==> config.mk <==
export PLATFORM = sky130hd
export DESIGN_NAME = boot_loader
export DESIGN_NICKNAME = d
export VERILOG_FILES = /design/src/rtl/boot_pkg.sv /design/src/rtl/byte_packer.sv /design/src/rtl/boot_loader.sv
export SDC_FILE = /design/constraint.sdc
export NUM_CORES = 1
export LEC_CHECK = 0
export CORE_ASPECT_RATIO = 1.1
export CORE_MARGIN = 4
export CORE_UTILIZATION = 53
export CTS_BUF_LIST = sky130_fd_sc_hd__clkbuf_4
export DETAILED_ROUTE_END_ITERATION = 8
export PLACE_DENSITY = 0.87
export SETUP_SLACK_MARGIN = 0.2
export SYNTH_ARGS = -nofsm -noshare
export SYNTH_HDL_FRONTEND = slang
export SYNTH_SLANG_ARGS = --single-unit
==> constraint.sdc <==
create_clock -name clk -period 5.2 [get_ports clk]
set_input_delay 1.04 -clock clk [delete_from_list [all_inputs] [get_ports clk]]
set_output_delay 1.04 -clock clk [all_outputs]
set_load 0.02 [all_outputs]
==> src/rtl/boot_pkg.sv <==
// rtl/boot_pkg.sv - shared types and constants for the boot sequencer
package boot_pkg;

    localparam int BYTES_PER_WORD = 4;
    localparam int PACKED_W       = BYTES_PER_WORD * 8;
    localparam int DEFAULT_ADDR_W = 6;

    typedef enum logic [2:0] {
        S_HOLD    = 3'd0,
        S_LOAD    = 3'd1,
        S_WRITE   = 3'd2,
        S_RELEASE = 3'd3,
        S_RUN     = 3'd4
    } boot_state_t;

endpackage

==> src/rtl/byte_packer.sv <==
// rtl/byte_packer.sv - assembles big-endian 32-bit words from a byte stream
module byte_packer
    import boot_pkg::*;
(
    input  logic                clk,
    input  logic                reset,
    input  logic                clear,
    input  logic                fire,
    input  logic [7:0]          in_byte,
    output logic [PACKED_W-1:0] word,
    output logic                word_ready
);

    logic [1:0] idx;

    // word_ready marks the byte that completes the word, so the FSM can
    // move to its write cycle on the same edge the last byte lands.
    assign word_ready = fire && (idx == 2'd3);

    always_ff @(posedge clk) begin
        if (reset) begin
            idx  <= '0;
            word <= '0;
        end else if (clear) begin
            idx <= '0;
        end else if (fire) begin
            idx <= idx + 2'd1;
            case (idx)
                2'd0: word[31:24] <= in_byte;
                2'd1: word[23:16] <= in_byte;
                2'd2: word[15:8]  <= in_byte;
                2'd3: word[7:0]   <= in_byte;
            endcase
        end
    end

endmodule

==> src/rtl/boot_loader.sv <==
// rtl/boot_loader.sv - loads a program image into imem, then releases the core reset
module boot_loader
    import boot_pkg::*;
#(
    parameter int ADDR_W = DEFAULT_ADDR_W,
    parameter int WORD_W = PACKED_W
) (
    input  logic              clk,
    input  logic              reset,
    input  logic              start,
    input  logic [ADDR_W:0]   nwords,
    input  logic              in_valid,
    input  logic [7:0]        in_byte,
    output logic              in_ready,
    output logic              mem_we,
    output logic [ADDR_W-1:0] mem_addr,
    output logic [WORD_W-1:0] mem_wd,
    output logic              cpu_reset,
    output logic              busy,
    output logic              done
);

    localparam logic [ADDR_W:0] CAPACITY = {1'b1, {ADDR_W{1'b0}}};

    boot_state_t         state;
    boot_state_t         state_next;
    logic [ADDR_W:0]     cnt;
    logic [ADDR_W-1:0]   addr;
    logic                load_start;
    logic                last_word;
    logic                fire;
    logic                word_ready;
    logic [PACKED_W-1:0] packed_word;

    assign last_word = ({1'b0, addr} + {{ADDR_W{1'b0}}, 1'b1}) == cnt;
    assign fire      = in_valid && (state == S_LOAD);

    always_ff @(posedge clk) begin
        if (reset) begin
            state <= S_HOLD;
        end else begin
            state <= state_next;
        end
    end

    always_comb begin
        state_next = state;
        load_start = 1'b0;
        case (state)
            S_HOLD: begin
                if (start) begin
                    if (nwords == '0) begin
                        state_next = S_RELEASE;
                    end else begin
                        state_next = S_LOAD;
                        load_start = 1'b1;
                    end
                end
            end
            S_LOAD: begin
                if (word_ready) begin
                    state_next = S_WRITE;
                end
            end
            S_WRITE: begin
                state_next = last_word ? S_RELEASE : S_LOAD;
            end
            S_RELEASE: begin
                state_next = S_RUN;
            end
            S_RUN: begin
                state_next = S_RUN;
            end
            default: begin
                state_next = S_HOLD;
            end
        endcase
    end

    // The address is held on the final write so a full-capacity load
    // finishes at the top address instead of wrapping back to zero.
    always_ff @(posedge clk) begin
        if (reset) begin
            cnt  <= '0;
            addr <= '0;
        end else if (load_start) begin
            cnt  <= (nwords > CAPACITY) ? CAPACITY : nwords;
            addr <= '0;
        end else if (state == S_WRITE && !last_word) begin
            addr <= addr + ADDR_W'(1);
        end
    end

    byte_packer u_packer (
        .clk        (clk),
        .reset      (reset),
        .clear      (load_start),
        .fire       (fire),
        .in_byte    (in_byte),
        .word       (packed_word),
        .word_ready (word_ready)
    );

    assign in_ready  = (state == S_LOAD);
    assign mem_we    = (state == S_WRITE);
    assign mem_addr  = addr;
    assign mem_wd    = packed_word;
    assign cpu_reset = (state != S_RUN);
    assign busy      = (state == S_LOAD) || (state == S_WRITE) || (state == S_RELEASE);
    assign done      = (state == S_RUN);

endmodule

==> impl_metrics.yaml <==
min_path:
  hp-class: "reg -> reg"
synthesis:
  synth_flop_cell: "dfxtp_1"
  yosysTopAreaCell: "dfxtp_1"
  yosys_warnings: 0
  ys_async_sr_fraction_pct: 0
  synth_compound_area_share_pct: 15.7
  synth_top_family_by_area: "simple AND/OR/NAND/NOR gates"
  netlist_instances: 274
  synth_edf_count: 0
  synth_nets: 298
  syn_area_um2: 2280
  synthAdderAreaFrac_pct: 2.75
  synthMuxAreaShare_pct: 2.20
  yosys.area_share.xor_xnor_pct: 3.46
  yosysUniqueCellTypes: 42
  ys_ff_latch: 50
  synth_top_cell_area_share_pct: 44.0
  synthSimpleGateAreaFrac_pct: 27.7
  synthTopCellsByArea: "dfxtp_1 44%, nand2_1 8.2%, a21oi_1 8.1%"
  syn_avg_cell_area_um2: 8.31
  ys_seq_area_share_pct: 44.0
global_route:
  grt_max_degree: 40
  grt_pass1_vias: 1941
  grt_antenna_before_repair: 0
  track_usage_pct: 20.7
  globalRouteOverflowTotal: 0
  grt_pass1_wl_um: 9200
drt:
  dr_wl_met3_um: 288
  drtIter0Drc: 150
  wl_met2_um: 2610
  drc: 0
  via_per_inst: 5.53
  dr.pass1.iters: 4
  ant_nets: 0
  dr_total_vias: 2096
  highest_layer: "met4"
  met1Wirelength_um: 2510
  wl_per_cell_um: 14.5
  wirelength_um: 5500
cts:
  cts_sinks: 50
  cts_tree: "built"
  clockBufferDepth: 2
  cts_max_level: 2
  clock_latency_ns: 0.37
  clockRootBuffer: "clkbuf_4"
  cts_setup_buffers: 0
  clkTransAtPathRegs_ns: 0.14
  cts_resized: 0
  cts_buffers: 5
  cts_hold_buf: 0
sta:
  final_hold_viol_count: 0
  setup_viol: 0
  period_share_pct: 57.1
  slew_violations: 0
  worst_slew_pin_slew_ns: 1.20
  fin_crit_ns: 2.97
  finalClockSkew_ns: 0.0190
  fin_tns_setup_ns: 0
  relSlewSlack_pct: 20.0
  setup_ws_ns: 2.23
  rsz0062_at_grt: "false"
  timing.fmax_mhz: 337
setup_path:
  end_kind: "output port"
  worstSetupStartpointType: "flop"
  crit_path_max_fanout: 9
  worstPathArrival_ns: 1.93
  crit_type: "reg -> out"
  crit_required_ns: 4.16
die:
  rows: 24
  die_h_um: 76.7
  pin_count: 62
  die_w_um: 70.5
  coreArea_um2: 4050
  start_util_pct: 56.2
  die_area_um2: 5410
cells_and_area:
  fin_nets: 350
  area_delta_synth_final_pct: 29.1
  antenna_cells: 0
  drive_gt1_share_pct: 4.59
  finalNonFillerCells: 379
power:
  power_density_nw_per_um2: 228
  peakVddDrop_uv: 197
  p_leak_nw: 0.983
placed_design:
  io_buffers: 61
  preCtsSetupSlack_ns: 1.89
  dp_hpwl_um: 4090
  dp_cells: 371
  gp_congestion: 0.801
flow_run:
  drv_cap: 0
run_status:
  outcome: "finished clean"
## area by class of cell
class	instances	area (um^2)
clock inverters	3	20.0
fillers	337	1110
inverters	5	18.8
flip-flops and latches	50	1000
multi-input cells	202	1180
clock buffers	5	37.5
well taps	52	65.1
repair buffers	62	618
## stage by stage
step	total power, mW	util (%)	hold slack [ns]	instance area [um^2]
after global placement	0.498	71.1	0.442	2880
final	0.670	72.5	0.467	2940
after global routing	0.701	72.5	0.486	2940
after detailed placement	0.501	71.1	0.447	2880
after CTS	0.672	72.5	0.469	2940
after floorplan	0.462	-	0.457	2280
## cell families (layout without fill, tap and decap cells)
family | count (synthesis) | count (layout)
XOR/XNOR | 9 | 9
AO/OA/AOI/OAI | 57 | 57
flip-flops | 50 | 50
adder cells (fa/ha/maj) | 5 | 5
multiplexers | 5 | 5
AND/OR/NAND/NOR | 126 | 126
buffers and inverters | 22 | 75
## report_power, final
group | leakage, nW | internal, mW | switching [mW]
Sequential | 0.404 | 0.391 | 0.00766
Clock | 0.0292 | 0.0531 | 0.124
Combinational | 0.549 | 0.0412 | 0.0522
## cells in the final DEF, fill, tap and decap left out, types with 3 or more instances in the layout
cell             instances
clkdlybuf4s50_1         61
a31oi_1                  5
inv_1                    5
a22o_1                   4
xnor2_1                  6
clkbuf_4                 5
nor2_1                  11
nor3_1                   3
a21oi_1                 37
nand2b_1                 3
nand2_1                 50
nand3_1                 37
xor2_1                   3
mux2i_1                  5
dfxtp_1                 50
or3_1                    4
ha_1                     5
## synthesized netlist by cell type (2+ instances only)
cell type	count
dfxtp_1	50
nand2_1	50
a21oi_1	37
nand3_1	37
nor2_1	11
clkbuf_1	10
xnor2_1	6
a31oi_1	5
buf_2	5
ha_1	5
inv_1	5
mux2i_1	5
a22o_1	4
or3_1	4
nand2b_1	3
nor3_1	3
xor2_1	3
a21o_1	2
a41oi_1	2
nand3b_1	2
nand4_1	2
nor2b_1	2
or2_2	2
## state kept, by name, indices dropped and copies added, names as in the netlist
signal         flops
u_packer.idx       2
mem_addr           6
state              3
cnt                7
u_packer.word     32
## final timing paths
| kind | cells past startpoint | slack [ns] | to | start |
|---|---|---|---|---|
| hold / removal | 2 | 0.47 | u_packer.word[29] | u_packer.word[29] |
| setup reg to reg | 5 | 2.56 | u_packer.word[20] | state[0] |
| hold reg to reg | 2 | 0.47 | u_packer.word[29] | u_packer.word[29] |
| setup / recovery | 4 | 2.23 | mem_we | state[1] |
## critical path, stage by stage, from the launching register on
cell	delay, ns
dfxtp_1	0.50
nor2b_1	0.21
nand2b_1	0.09
inv_1	0.14
clkdlybuf4s50_1	0.63
## routing by layer
metal	vias to the layer above	GRT usage (%)
met5	-	0
met4	0	9.00
met3	9	3.92
met2	62	32.1
met1	957	27.8
li1	1068	-
Power figures use the tool's default switching activity.
